==> src/rtl/arm_div_pkg.sv <==
// arm_div_pkg: shared FSM states and iteration constants for the ARMv8 divider.
package arm_div_pkg;
  typedef enum logic [1:0] {IDLE, RUN, FIX, DONE} state_t;
  localparam int ITER_X = 64;
  localparam int ITER_W = 32;
  localparam int CNT_W = 7;
endpackage

==> src/rtl/arm_div_if.sv <==
// arm_div_if: request/response bundle between register file, divider and write port.
// DIV_REM_EN adds the remainder signal.
interface arm_div_if #(parameter int DATA_W = 64, parameter int REG_AW = 5);
  logic start;
  logic is_signed;
  logic sf;
  logic [DATA_W-1:0] op_a;
  logic [DATA_W-1:0] op_b;
  logic [REG_AW-1:0] rd_in;
  logic busy;
  logic done;
  logic regwr;
  logic [REG_AW-1:0] rd_out;
  logic [DATA_W-1:0] result;
`ifdef DIV_REM_EN
  logic [DATA_W-1:0] remainder;
`endif
  modport master (
    output start, is_signed, sf, op_a, op_b, rd_in,
`ifdef DIV_REM_EN
    input remainder,
`endif
    input busy, done, regwr, rd_out, result
  );
  modport slave (
    input start, is_signed, sf, op_a, op_b, rd_in,
`ifdef DIV_REM_EN
    output remainder,
`endif
    output busy, done, regwr, rd_out, result
  );
endinterface

==> src/rtl/arm_div_step.sv <==
// arm_div_step: one restoring iteration; shifts the next dividend bit into the
// remainder and retires one quotient bit.
module arm_div_step #(parameter int DATA_W = 64) (
  input  logic [DATA_W:0]   i_rem,
  input  logic [DATA_W-1:0] i_quo,
  input  logic [DATA_W-1:0] i_div,
  output logic [DATA_W:0]   o_rem,
  output logic [DATA_W-1:0] o_quo
);
  logic [DATA_W:0] w_sh;
  logic [DATA_W:0] w_trial;
  logic w_ge;
  always_comb begin
    w_sh = {i_rem[DATA_W-1:0], i_quo[DATA_W-1]};
    w_trial = w_sh - {1'b0, i_div};
    // remainder stays below the divisor, so the trial MSB is the borrow
    w_ge = i_rem[DATA_W] | ~w_trial[DATA_W];
    o_rem = w_ge ? w_trial : w_sh;
    o_quo = {i_quo[DATA_W-2:0], w_ge};
  end
endmodule

==> src/rtl/arm_div_unit.sv <==
// arm_div_unit: iterative radix-2 UDIV/SDIV for X- and W-form operands.
// Defining DIV_REM_EN adds a remainder output with dividend sign.
module arm_div_unit
  import arm_div_pkg::*;
#(
  parameter int DATA_W = 64,
  parameter int REG_AW = 5
) (
  input logic clk,
  input logic rst_n,
  arm_div_if.slave bus
);
  localparam int HW = DATA_W / 2;
  state_t r_state, w_next;
  logic r_done, r_sf, r_q_neg;
  logic [CNT_W-1:0] r_cnt;
  logic [DATA_W:0] r_rem;
  logic [DATA_W-1:0] r_quo, r_div, r_result;
  logic [REG_AW-1:0] r_rd;
  logic [DATA_W-1:0] w_a_ext, w_b_ext, w_a_mag, w_b_mag, w_quo_nxt;
  logic [DATA_W:0] w_rem_nxt;
  logic w_a_neg, w_b_neg, w_b_zero, w_accept;
`ifdef DIV_REM_EN
  logic r_a_neg;
  logic [DATA_W-1:0] r_remainder;
  assign bus.remainder = r_remainder;
`endif
  function automatic logic [DATA_W-1:0] fix_sign(input logic [DATA_W-1:0] v, input logic neg, input logic f);
    logic [DATA_W-1:0] t;
    t = neg ? -v : v;
    return f ? t : {{HW{1'b0}}, t[HW-1:0]};
  endfunction
  always_comb begin
    w_a_ext = bus.sf ? bus.op_a : {{HW{bus.is_signed & bus.op_a[HW-1]}}, bus.op_a[HW-1:0]};
    w_b_ext = bus.sf ? bus.op_b : {{HW{bus.is_signed & bus.op_b[HW-1]}}, bus.op_b[HW-1:0]};
    w_a_neg = bus.is_signed & w_a_ext[DATA_W-1];
    w_b_neg = bus.is_signed & w_b_ext[DATA_W-1];
    w_a_mag = w_a_neg ? -w_a_ext : w_a_ext;
    w_b_mag = w_b_neg ? -w_b_ext : w_b_ext;
    w_b_zero = w_b_ext == '0;
    w_accept = r_state == IDLE && bus.start;
  end
  always_comb begin
    w_next = r_state;
    unique case (r_state)
      IDLE:    w_next = w_accept ? (w_b_zero ? FIX : RUN) : IDLE;
      RUN:     w_next = r_cnt == '0 ? FIX : RUN;
      FIX:     w_next = DONE;
      default: w_next = IDLE;
    endcase
  end
  arm_div_step #(.DATA_W(DATA_W)) u_step (
    .i_rem(r_rem),
    .i_quo(r_quo),
    .i_div(r_div),
    .o_rem(w_rem_nxt),
    .o_quo(w_quo_nxt)
  );
  always_ff @(posedge clk or negedge rst_n) begin
    if (!rst_n) begin
      r_state <= IDLE;
      r_done <= 1'b0;
      r_sf <= 1'b0;
      r_q_neg <= 1'b0;
      r_cnt <= '0;
      r_rem <= '0;
      r_quo <= '0;
      r_div <= '0;
      r_rd <= '0;
      r_result <= '0;
`ifdef DIV_REM_EN
      r_a_neg <= 1'b0;
      r_remainder <= '0;
`endif
    end else begin
      r_state <= w_next;
      r_done <= r_state == DONE;
      if (w_accept) begin
        r_sf <= bus.sf;
        r_q_neg <= w_a_neg ^ w_b_neg;
        r_rd <= bus.rd_in;
        r_div <= w_b_mag;
        // W-form dividend sits in the top half so its bits shift out first
        r_quo <= w_b_zero ? '0 : (bus.sf ? w_a_mag : {w_a_mag[HW-1:0], {HW{1'b0}}});
        r_rem <= w_b_zero ? {1'b0, w_a_mag} : '0;
        r_cnt <= bus.sf ? CNT_W'(ITER_X - 1) : CNT_W'(ITER_W - 1);
`ifdef DIV_REM_EN
        r_a_neg <= w_a_neg;
`endif
      end else if (r_state == RUN) begin
        r_rem <= w_rem_nxt;
        r_quo <= w_quo_nxt;
        r_cnt <= r_cnt - 1'b1;
      end
      if (r_state == FIX) begin
        r_result <= fix_sign(r_quo, r_q_neg, r_sf);
`ifdef DIV_REM_EN
        r_remainder <= fix_sign(r_rem[DATA_W-1:0], r_a_neg, r_sf);
`endif
      end
    end
  end
  assign bus.busy = r_state != IDLE || r_done;
  assign bus.done = r_done;
  assign bus.regwr = r_done;
  assign bus.rd_out = r_rd;
  assign bus.result = r_result;
endmodule

==> src/flat_wrapper.sv <==
// flat-port wrapper written by rule: the top's interface ports become plain ports
module arm_div_unit_flat import arm_div_pkg::*;
#(
  parameter int DATA_W = 64,
  parameter int REG_AW = 5
)
  (clk, rst_n, bus_start, bus_is_signed, bus_sf, bus_op_a, bus_op_b, bus_rd_in, bus_busy, bus_done, bus_regwr, bus_rd_out, bus_result);
  arm_div_if #(.DATA_W(DATA_W), .REG_AW(REG_AW)) bus_i ();
  input logic clk;
  input logic rst_n;
  input wire logic [$bits(bus_i.start)-1:0] bus_start;
  input wire logic [$bits(bus_i.is_signed)-1:0] bus_is_signed;
  input wire logic [$bits(bus_i.sf)-1:0] bus_sf;
  input wire logic [$bits(bus_i.op_a)-1:0] bus_op_a;
  input wire logic [$bits(bus_i.op_b)-1:0] bus_op_b;
  input wire logic [$bits(bus_i.rd_in)-1:0] bus_rd_in;
  output wire logic [$bits(bus_i.busy)-1:0] bus_busy;
  output wire logic [$bits(bus_i.done)-1:0] bus_done;
  output wire logic [$bits(bus_i.regwr)-1:0] bus_regwr;
  output wire logic [$bits(bus_i.rd_out)-1:0] bus_rd_out;
  output wire logic [$bits(bus_i.result)-1:0] bus_result;
  assign bus_i.start = bus_start;
  assign bus_i.is_signed = bus_is_signed;
  assign bus_i.sf = bus_sf;
  assign bus_i.op_a = bus_op_a;
  assign bus_i.op_b = bus_op_b;
  assign bus_i.rd_in = bus_rd_in;
  assign bus_busy = bus_i.busy;
  assign bus_done = bus_i.done;
  assign bus_regwr = bus_i.regwr;
  assign bus_rd_out = bus_i.rd_out;
  assign bus_result = bus_i.result;
  arm_div_unit #(.DATA_W(DATA_W), .REG_AW(REG_AW)) u_core (.clk(clk), .rst_n(rst_n), .bus(bus_i));
endmodule
==> config.mk <==
export PLATFORM = sky130hd
export DESIGN_NAME = arm_div_unit_flat
export DESIGN_NICKNAME = d
export VERILOG_FILES = /design/src/rtl/arm_div_pkg.sv /design/src/rtl/arm_div_if.sv /design/src/rtl/arm_div_step.sv /design/src/rtl/arm_div_unit.sv /design/src/flat_wrapper.sv
export SDC_FILE = /design/constraint.sdc
export NUM_CORES = 1
export LEC_CHECK = 0
export ABC_AREA = 1
export CORE_UTILIZATION = 34
export CTS_BUF_LIST = sky130_fd_sc_hd__clkbuf_2
export DETAILED_ROUTE_END_ITERATION = 6
export HOLD_SLACK_MARGIN = 0.06
export PLACE_DENSITY = 0.63
export SYNTH_ARGS = -nofsm -noshare
export SYNTH_HDL_FRONTEND = slang
export SYNTH_SLANG_ARGS = --single-unit
==> constraint.sdc <==
create_clock -name clk -period 7.8 [get_ports clk]
set_input_delay 1.56 -clock clk [delete_from_list [all_inputs] [get_ports clk]]
set_output_delay 1.56 -clock clk [all_outputs]
set_load 0.005 [all_outputs]
# Yosys cells after proc, flatten, opt, wreduce, memory -nomap -nowiden
# Index checks and enable logic that the tools add are counted.
# classes
addsub	5
mul	0
div	0
n_lt_le_gt_ge	0
eq_ne	3
shifts	0
mux	21
bitwise_logic	7
n_reduce_logical	7
# ops
cell	count
$mux W64	11
$mux W65	3
$neg A64 Y64	3
$sub A65 B64 Y65	1
$logic_not A64 Y1	1
$mux W7	2
$logic_not A7 Y1	1
$sub A7 B1 Y7 const B	1
$mux W2	3
$mux W6	1
$pmux W2 S3	1
$and A1 B1 Y1	4
$eq A2 B2 Y1 const B	2
$reduce_bool A2 Y1	2
$eq A2 B1 Y1 const B	1
$logic_not A2 Y1	1
$logic_and A1 B1 Y1	1
$logic_or A1 B1 Y1	1
$not A1 Y1	1
$or A1 B1 Y1	1
$xor A1 B1 Y1	1
# totals
regBits	274
latch_bits	0
ramBits	0
romBits	0
inputBits	138
out_inout_bits	72
wordCells	53
memories	0

# Longest topological paths before layout
# Gate-level depths: netlist (run 1).
# depth
word_depth	7
depth_mapped	21
mapped_depth_nobuf	20

# Cells and area by module
# From an unflattened synthesis (run 1), not the netlist that was laid out.
# unflattened
hier_cells	4376
hier_area_um2	26606.8
# modules_own_cells
module	n_inst	cells_each	area_per_inst_um2	seq_area_each_um2
arm_div_unit	1	2836	18895.6	6856.6
arm_div_step	1	1540	7711.1	0.0

# Worst setup path before layout (run 1)
# No wires, ideal clock.
# synth_timing
kind	input port to flip-flop
startpoint	in bus_op_b[0]
endpoint	reg u_core.r_quo[35]
arrival_ns	3.180
setup_slack_ns	4.482
stages	12
path_cell_list	inv_1 > ha_1 > nand3_1 > nor2_1 > nand2_1 > nor2_1 > nand3_2 > nand2_4 > inv_2 > buf_4 > o211ai_1 > a22oi_1
# synth_between
elab_chain_cells	4
# synth_rtl
element	line_no	source
start, declared	flat_wrapper.sv:15	input wire logic [$bits(bus_i.op_b)-1:0] bus_op_b;
$mux W64	arm_div_unit.sv:35	w_b_ext = bus.sf ? bus.op_b : {{HW{bus.is_signed & bus.op_b[HW-1]}}, bus.op_b[HW-1:0]};
$logic_not A64 Y1	arm_div_unit.sv:40	w_b_zero = w_b_ext == '0;
$mux W64	arm_div_unit.sv:84	r_quo <= w_b_zero ? '0 : (bus.sf ? w_a_mag : {w_a_mag[HW-1:0], {HW{1'b0}}});
$mux W64	arm_div_unit.sv:78	if (w_accept) begin
end signal, assigned	arm_div_unit.sv:84	
end signal, assigned	arm_div_unit.sv:92	r_quo <= w_quo_nxt;
end, declared	arm_div_unit.sv:18	logic [DATA_W-1:0] r_quo, r_div, r_result;
# Every way passes these cells.
# A chain may end at the register's enable or synchronous reset.

# Worst setup path in the final report (run 1)
# layout_timing
startpoint	in bus_sf
endpoint	reg u_core.r_rem[44]
# layout_between
elab_chain_cells	5
# layout_rtl
element	line_no	source
start, declared	flat_wrapper.sv:13	input wire logic [$bits(bus_i.sf)-1:0] bus_sf;
$mux W64	arm_div_unit.sv:34	w_a_ext = bus.sf ? bus.op_a : {{HW{bus.is_signed & bus.op_a[HW-1]}}, bus.op_a[HW-1:0]};
$neg A64 Y64 / $and A1 B1 Y1 (equally long branches)	arm_div_unit.sv:38, arm_div_unit.sv:36	
$mux W64	arm_div_unit.sv:38	w_a_mag = w_a_neg ? -w_a_ext : w_a_ext;
$mux W64 (*)	arm_div_unit.sv:85	r_rem <= w_b_zero ? {1'b0, w_a_mag} : '0;
$mux W65 (*)	arm_div_unit.sv:78	
end signal, assigned	arm_div_unit.sv:85	
end signal, assigned	arm_div_unit.sv:91	r_rem <= w_rem_nxt;
end, declared	arm_div_unit.sv:17	logic [DATA_W:0] r_rem;
# Mark *: on every way between the ends. The rest lies on a longest branch, timed or not.

==> flow_summary.json, run 1 <==
{
  "core_area_um2": 73200,
  "antenna_found_initial": 5,
  "routed_wl_mm": 109,
  "seq_power_share": 0.214,
  "worstPathRequired_ps": 8760,
  "cp_data_arrival_time_ps": 5450,
  "vias_per_cell": 5.25,
  "grt_util_all_layers": 0.286,
  "crit_family": "simple AND/OR/NAND/NOR gates",
  "critPathCaptureType": "flip-flop",
  "clkSlewWorstSetupHoldPaths_ps": 90,
  "synth_fp_nets": 4455,
  "slew_viol_final": 0,
  "maxCapViolCount": 0,
  "final_nets": 4610,
  "syn_area_um2": 25300,
  "drc": 9,
  "die-area_um2": 75500,
  "switchingPower_uw": 7160,
  "cts-root-buf": "clkbuf_2",
  "min_period_ps": 4490,
  "cts_setup_buffers": 0,
  "synth_ff_type": "dfrtp_1",
  "setup_tns_ps": 0,
  "start_util": 0.345,
  "hold_ws_ps": 481,
  "regArea_um2": 6860,
  "final_cell_mix": "nand2_1 (1340), inv_1 (677), nor2_1 (423)",
  "yosysWarnings": 0,
  "p_total_uw": 12600,
  "synth_edf_count": 0,
  "yosysSeqAreaShare": 0.271,
  "p_leak_uw": 0.0151,
  "path_cells": "buf_4 -> inv_2 -> nand3_4 -> nand2_1 -> nor3_1 -> nand4_1 -> nor2_2 -> nand4_4 -> inv_2 -> nand3_1 -> nand2_1 -> inv_1 -> a21oi_1",
  "ctsResizeCount": 0,
  "status": "finished, violations left",
  "num_vias": 28511,
  "cp-start-kind": "input port",
  "crit_type": "in2reg",
  "power.density_nw_per_um2": 436,
  "grt_max_degree": 118,
  "rsz0062_at_grt": "false",
  "critPathBufInv": 4,
  "area_growth_pct": 14.0,
  "drt_iter0_markers": 3002,
  "hold_class": "reg2reg",
  "h-tree-depth": 3,
  "multi_input_area_um2": 15200,
  "comb_power_share": 0.692,
  "overflow": 0,
  "final_common_cell": "nand2_1",
  "drive_above_1_share": 0.0433,
  "ctsHoldBuffers": 0,
  "syn_avg_cell_area_um2": 5.95,
  "p_clk_frac": 0.094,
  "max_clock_freq_ghz": 0.223,
  "layout_worst_path_cycle_share": 0.575,
  "place_congestion": 1.01,
  "ys_ff_latch": 274,
  "fp.dieW_um": 275,
  "violations": "design-rule violations",
  "critPathMaxFanout": 39,
  "fillerInstances": 8136,
  "routedWlPerCell_um": 20.1,
  "rows": 99,
  "relSlewSlack": 0.138,
  "cts_sinks": 274,
  "p_int_uw": 5410,
  "grt_first_pass_wirelength_mm": 163,
  "slowest_delay_ps": 830,
  "netlist_instances": 4248,
  "setup_viol": 0,
  "ant_nets": 0,
  "dp_hpwl_mm": 86.4,
  "die_h_um": 275,
  "clk_latency_ps": 1150,
  "pin_count": 210,
  "ir_drop_uv": 243,
  "async_flop_share": 1.00,
  "slowest_stage": "inv_2",
  "finClkSkew_ps": 138,
  "first_global_vias": 26700,
  "swShare": 0.570,
  "cts_tree": "done",
  "hold_viol_final": 0,
  "tightest_slew_ps": 1280,
  "drtPass1Iterations": 7,
  "synth_cell_type_count": 50,
  "port_buffers": 209,
  "clockBufferDepth": 3,
  "cts_made_buffers": 80
}
kinds of logic (layout without fill, tap and decap cells):
| group | after synthesis | after routing | synth area share |
|---|---|---|---|
| buffers and inverters | 845 | 1057 | 0.131 |
| other | 0 | 7 | 0 |
| and+or+nand+nor | 2321 | 2321 | 0.384 |
| adders and majority gates | 69 | 69 | 0.0344 |
| AOI/OAI and AO/OA | 597 | 597 | 0.130 |
| DFF | 274 | 274 | 0.271 |
| xor gates and xnor gates | 142 | 142 | 0.0492 |
path summary, 6_finish.rpt:
kind,startpoint,end,slack (ps),cells after the start
worst max-delay path,bus_sf,u_core.r_rem[44]$_DFFE_PN0P_,3310,13
worst min-delay path,u_core.bus.result[57]$_DFFE_PN0P_,u_core.bus.result[57]$_DFFE_PN0P_,480,2
worst max register to register,u_core.r_div[0]$_DFFE_PN0P_,u_core.r_rem[41]$_DFFE_PN0P_,3870,19
worst min register to register,u_core.bus.result[57]$_DFFE_PN0P_,u_core.bus.result[57]$_DFFE_PN0P_,480,2
max in group asynchronous,rst_n,u_core.bus.result[37]$_DFFE_PN0P_,6120,2
min in group asynchronous,rst_n,u_core.r_div[44]$_DFFE_PN0P_,490,1
power groups by stage:
stage                     clock network (uW)  logic [uW]  registers, uW
after floorplan                            0        6010           2410
after global placement                     0        8470           2680
after detailed placement                   0        8540           2690
after CTS                               1220        8570           2660
after global routing                    1300        9680           2720
final                                   1190        8700           2690
state kept, by name (all words and copies together) (netlist names):
signal and cells:
u_core.r_div 64, u_core.r_rem 65, u_core.r_q_neg 1, u_core.bus.result 64
u_core.bus.rd_out 5, u_core.r_state 2, u_core.bus.done 1, u_core.r_sf 1
u_core.r_cnt 7, u_core.r_quo 64
cell usage after synthesis (10+ instances only):
cell type  instances  area, um^2
xnor2_1           40         350
xor2_1           102         893
buf_1             26        97.6
a21oi_1          214        1070
o21bai_1          14         105
inv_2             10        37.5
a22oi_1           51         383
dfrtp_1          274        6860
nand3b_1          34         255
o21ai_0          253        1270
nand4_1           82         513
nor3_1            57         285
clkbuf_1          80         300
nor4_1            15        93.8
buf_4             11        82.6
buf_2             34         170
a31oi_1           13        81.3
nor2_1           425        1600
nand2_1         1343        5040
inv_1            678        2540
nand3_1          327        1640
ha_1              68         851
or2_2             10        62.6
o211ai_1          10        75.1
worst reg2reg max path, cell delays in order, from the launching register on:
cell and delay (ps):
dfrtp_1 550, ha_1 320, fa_1 420, inv_1 120, nand3_1 70, nand2_1 130, nand2_1 70, nand2_1 130
nand2_1 70, nand2_1 140, nand2_1 70, nand2_1 170, nand2_1 130, nand2_1 120, nand2_1 80, nand2_2 220
buf_4 560, nand3_1 160, nand3_1 140, a21oi_1 90
through the flow:
| stage | instance area [um^2] | setup slack, ps | cells | util |
|---|---|---|---|---|
| after floorplan | 25300 | 4480 | 4248 | - |
| after global placement | 28100 | 2430 | 5280 | 0.383 |
| after detailed placement | 28100 | 2330 | 5280 | 0.383 |
| after CTS | 28800 | 3450 | 5419 | 0.393 |
| after global routing | 28800 | 3140 | 5424 | 0.394 |
| final | 28800 | 3310 | 5426 | 0.394 |
routing by layer:
layer	share of wire	track usage	vias up
li1	-	-	13793
met1	0.45	0.403	13290
met2	0.43	0.438	1197
met3	0.071	0.0364	229
met4	0.042	0.118	2
met5	0.00012	0	-
final cells by class:
| class | count | area share |
|---|---|---|
| Multi-Input combinational cell | 3129 | 0.526 |
| Sequential cell | 274 | 0.238 |
| Inverter | 688 | 0.0896 |
| Timing Repair Buffer | 230 | 0.0786 |
| Tap cell | 959 | 0.0416 |
| Clock buffer | 116 | 0.0201 |
| Clock inverter | 23 | 0.00569 |
| Antenna cell | 7 | 0.000608 |
(Power assumes the default switching activity.)
==> run 2: changes to the inputs <==
--- a/config.mk
+++ b/config.mk
@@ -10,7 +10,7 @@
 export CTS_BUF_LIST = sky130_fd_sc_hd__clkbuf_2
 export DETAILED_ROUTE_END_ITERATION = 6
 export HOLD_SLACK_MARGIN = 0.06
-export PLACE_DENSITY = 0.63
+export PLACE_DENSITY = 0.64
 export SYNTH_ARGS = -nofsm -noshare
 export SYNTH_HDL_FRONTEND = slang
 export SYNTH_SLANG_ARGS = --single-unit
==> constraint.sdc (replaced) <==
create_clock -name clk -period 3.97 [get_ports clk]
set_input_delay 0.794 -clock clk [delete_from_list [all_inputs] [get_ports clk]]
set_output_delay 0.794 -clock clk [all_outputs]
set_load 0.005 [all_outputs]
==> run 2 against run 1 <==
  * The flow still finishes with violations (design-rule violations)
  * Worst hold slack got worse by 290 ps
  * Sequential power is 93% higher
  * Final area grew 2.1%
  * Critical endpoint is now u_core.r_rem[52]$_DFFE_PN0P_
  * Largest power group unchanged
  * Highest routed layer unchanged
==> flow_summary.json, run 2 (synthesis gave the netlist of run 1 again) <==
{
  "final_cell_mix": "nand2_1 (1340), inv_1 (677), nor2_1 (423)",
  "crit_top_cell": "nand2_1",
  "layout_worst_path_cycle_share": 0.880,
  "routed_wl_mm": 109,
  "core_area_um2": 73200,
  "cp_data_arrival_time_ps": 4420,
  "maxCapViolCount": 0,
  "drt_iter0_markers": 2934,
  "fin_cells": 5491,
  "ir_drop_uv": 586,
  "first_global_vias": 26928,
  "critPathMaxFanout": 62,
  "r2r_cells": 19,
  "rsz0062_at_grt": "false",
  "place_congestion": 1.04,
  "power.density_nw_per_um2": 838,
  "area_growth_pct": 16.4,
  "fp.dieW_um": 275,
  "clockBufferDepth": 3,
  "path_cells": "ha_1 -> fa_1 -> inv_1 -> nand3_1 -> nand2_1 -> nand2_1 -> nand2_1 -> nand2_1 -> nand2_1 -> nand2_1 -> nand2_1 -> nand2_1 -> nand2_1 -> nand2_1 -> nand3_2 -> buf_12 -> nand2_1 -> nand3_1 -> a21oi_1",
  "max_clock_freq_ghz": 0.286,
  "violations": "design-rule violations",
  "drtPass1Iterations": 7,
  "largest_register_ffs": 65,
  "cts_setup_buffers": 0,
  "slowest_stage": "dfrtp_1",
  "reg2reg_slack_ps": 470,
  "critPathCaptureType": "flip-flop",
  "cts_sinks": 274,
  "worstPathRequired_ps": 4900,
  "rows": 99,
  "hold_class": "in2reg",
  "clkSlewWorstSetupHoldPaths_ps": 100,
  "drc": 1,
  "die-area_um2": 75500,
  "vias_per_cell": 5.23,
  "routedWlPerCell_um": 19.9,
  "grt_util_all_layers": 0.288,
  "utilization": 0.402,
  "setup_tns_ps": 0,
  "ant_nets": 0,
  "place_inst": 5345,
  "drive_above_1_share": 0.0576,
  "hold_ws_ps": 190,
  "finClkSkew_ps": 172,
  "antenna_found_initial": 5,
  "die_h_um": 275,
  "clk_latency_ps": 1210,
  "largest_register": "u_core.r_rem",
  "slowest_delay_ps": 470,
  "dp_hpwl_mm": 87.0,
  "relSlewSlack": 0.260,
  "overflow": 0,
  "cts_tree": "done",
  "tightest_slew_ps": 1110,
  "h-tree-depth": 3,
  "final_nets": 4679,
  "p_leak_uw": 0.0155,
  "port_buffers": 209,
  "hold_viol_final": 0,
  "cts_made_buffers": 83,
  "grt_first_pass_wirelength_mm": 164,
  "pin_count": 210,
  "setup_viol": 0,
  "crit_type": "reg2reg",
  "min_path_cells": 3,
  "grt_max_degree": 210,
  "final_common_cell": "nand2_1",
  "num_vias": 28700,
  "slew_viol_final": 0,
  "min_period_ps": 3500,
  "start_util": 0.345,
  "cp-start-kind": "flip-flop",
  "cts-root-buf": "clkbuf_2",
  "status": "finished, violations left"
}
==> run 2: cell count changes in the layout (fill, tap and decap cells not counted), sizes merged <==
cell,change
clkinv,+3
bufinv,-2
buf,+65
clkinvlp,+1
dlygate4sd3,+1
clkbuf,+2
diode,-4
inv,-1
==> run 2: cell type report <==
type                            count  area, um^2
Tap cell                          959        1200
Clock inverter                     24         143
Clock buffer                      118         591
Fill cell                        8047       43800
Multi-Input combinational cell   3129       15200
Sequential cell                   274        6860
Timing Repair Buffer              296        2900
Inverter                          688        2580
Antenna cell                        3        7.51
==> run 2: worst max-delay path, delay by kind of cell, from the launching register on <==
| family | cells | cell delay, ps |
|---|---|---|
| and+or+nand+nor | 14 | 1650 |
| buffers and inverters | 2 | 380 |
| adders and majority gates | 2 | 740 |
| DFF | 1 | 470 |
| AOI/OAI and AO/OA | 1 | 90 |
==> run 2: path summary, 6_finish.rpt <==
| check | to | startpoint |
|---|---|---|
| worst max-delay path | u_core.r_rem[52]$_DFFE_PN0P_ | u_core.r_div[0]$_DFFE_PN0P_ |
| worst min register to register | u_core.bus.result[6]$_DFFE_PN0P_ | u_core.bus.result[6]$_DFFE_PN0P_ |
| min in group asynchronous | u_core.r_div[47]$_DFFE_PN0P_ | rst_n |
| max in group asynchronous | u_core.r_quo[52]$_DFFE_PN0P_ | rst_n |
| worst max register to register | u_core.r_rem[52]$_DFFE_PN0P_ | u_core.r_div[0]$_DFFE_PN0P_ |
| worst min-delay path | u_core.bus.rd_out[1]$_DFFE_PN0P_ | bus_rd_in[1] |
==> run 2: what timing repair did <==
item | 4_1_cts | 5_1_grt
endpoints found under the hold margin | 72 | 0
resized for setup | 0 | 0
hold buffers | 1 | 0
==> run 2: power breakdown <==
group / switching [uW] / internal, uW
Sequential: 1100 / 4080
Combinational: 11400 / 5790
Clock: 1450 / 826
Total: 14000 / 10700
==> run 2: stage by stage <==
stage / worst slack [ps] / instance area, um^2 / total power, uW
2_1_floorplan: 1370 / 25300 / 16500
3_3_place_gp: 72.7 / 28700 / 22000
3_5_place_dp: 92.5 / 28700 / 22100
4_1_cts: 586 / 29400 / 24500
5_1_grt: 337 / 29400 / 26900
6_report: 475 / 29400 / 24700
==> run 2: per-layer routing <==
| layer | global-route usage | share of wire | vias up |
|---|---|---|---|
| li1 | - | - | 13932 |
| met1 | 0.412 | 0.46 | 13345 |
| met2 | 0.437 | 0.43 | 1225 |
| met3 | 0.0381 | 0.072 | 196 |
| met4 | 0.107 | 0.038 | 2 |
| met5 | 0 | 0.00012 | - |
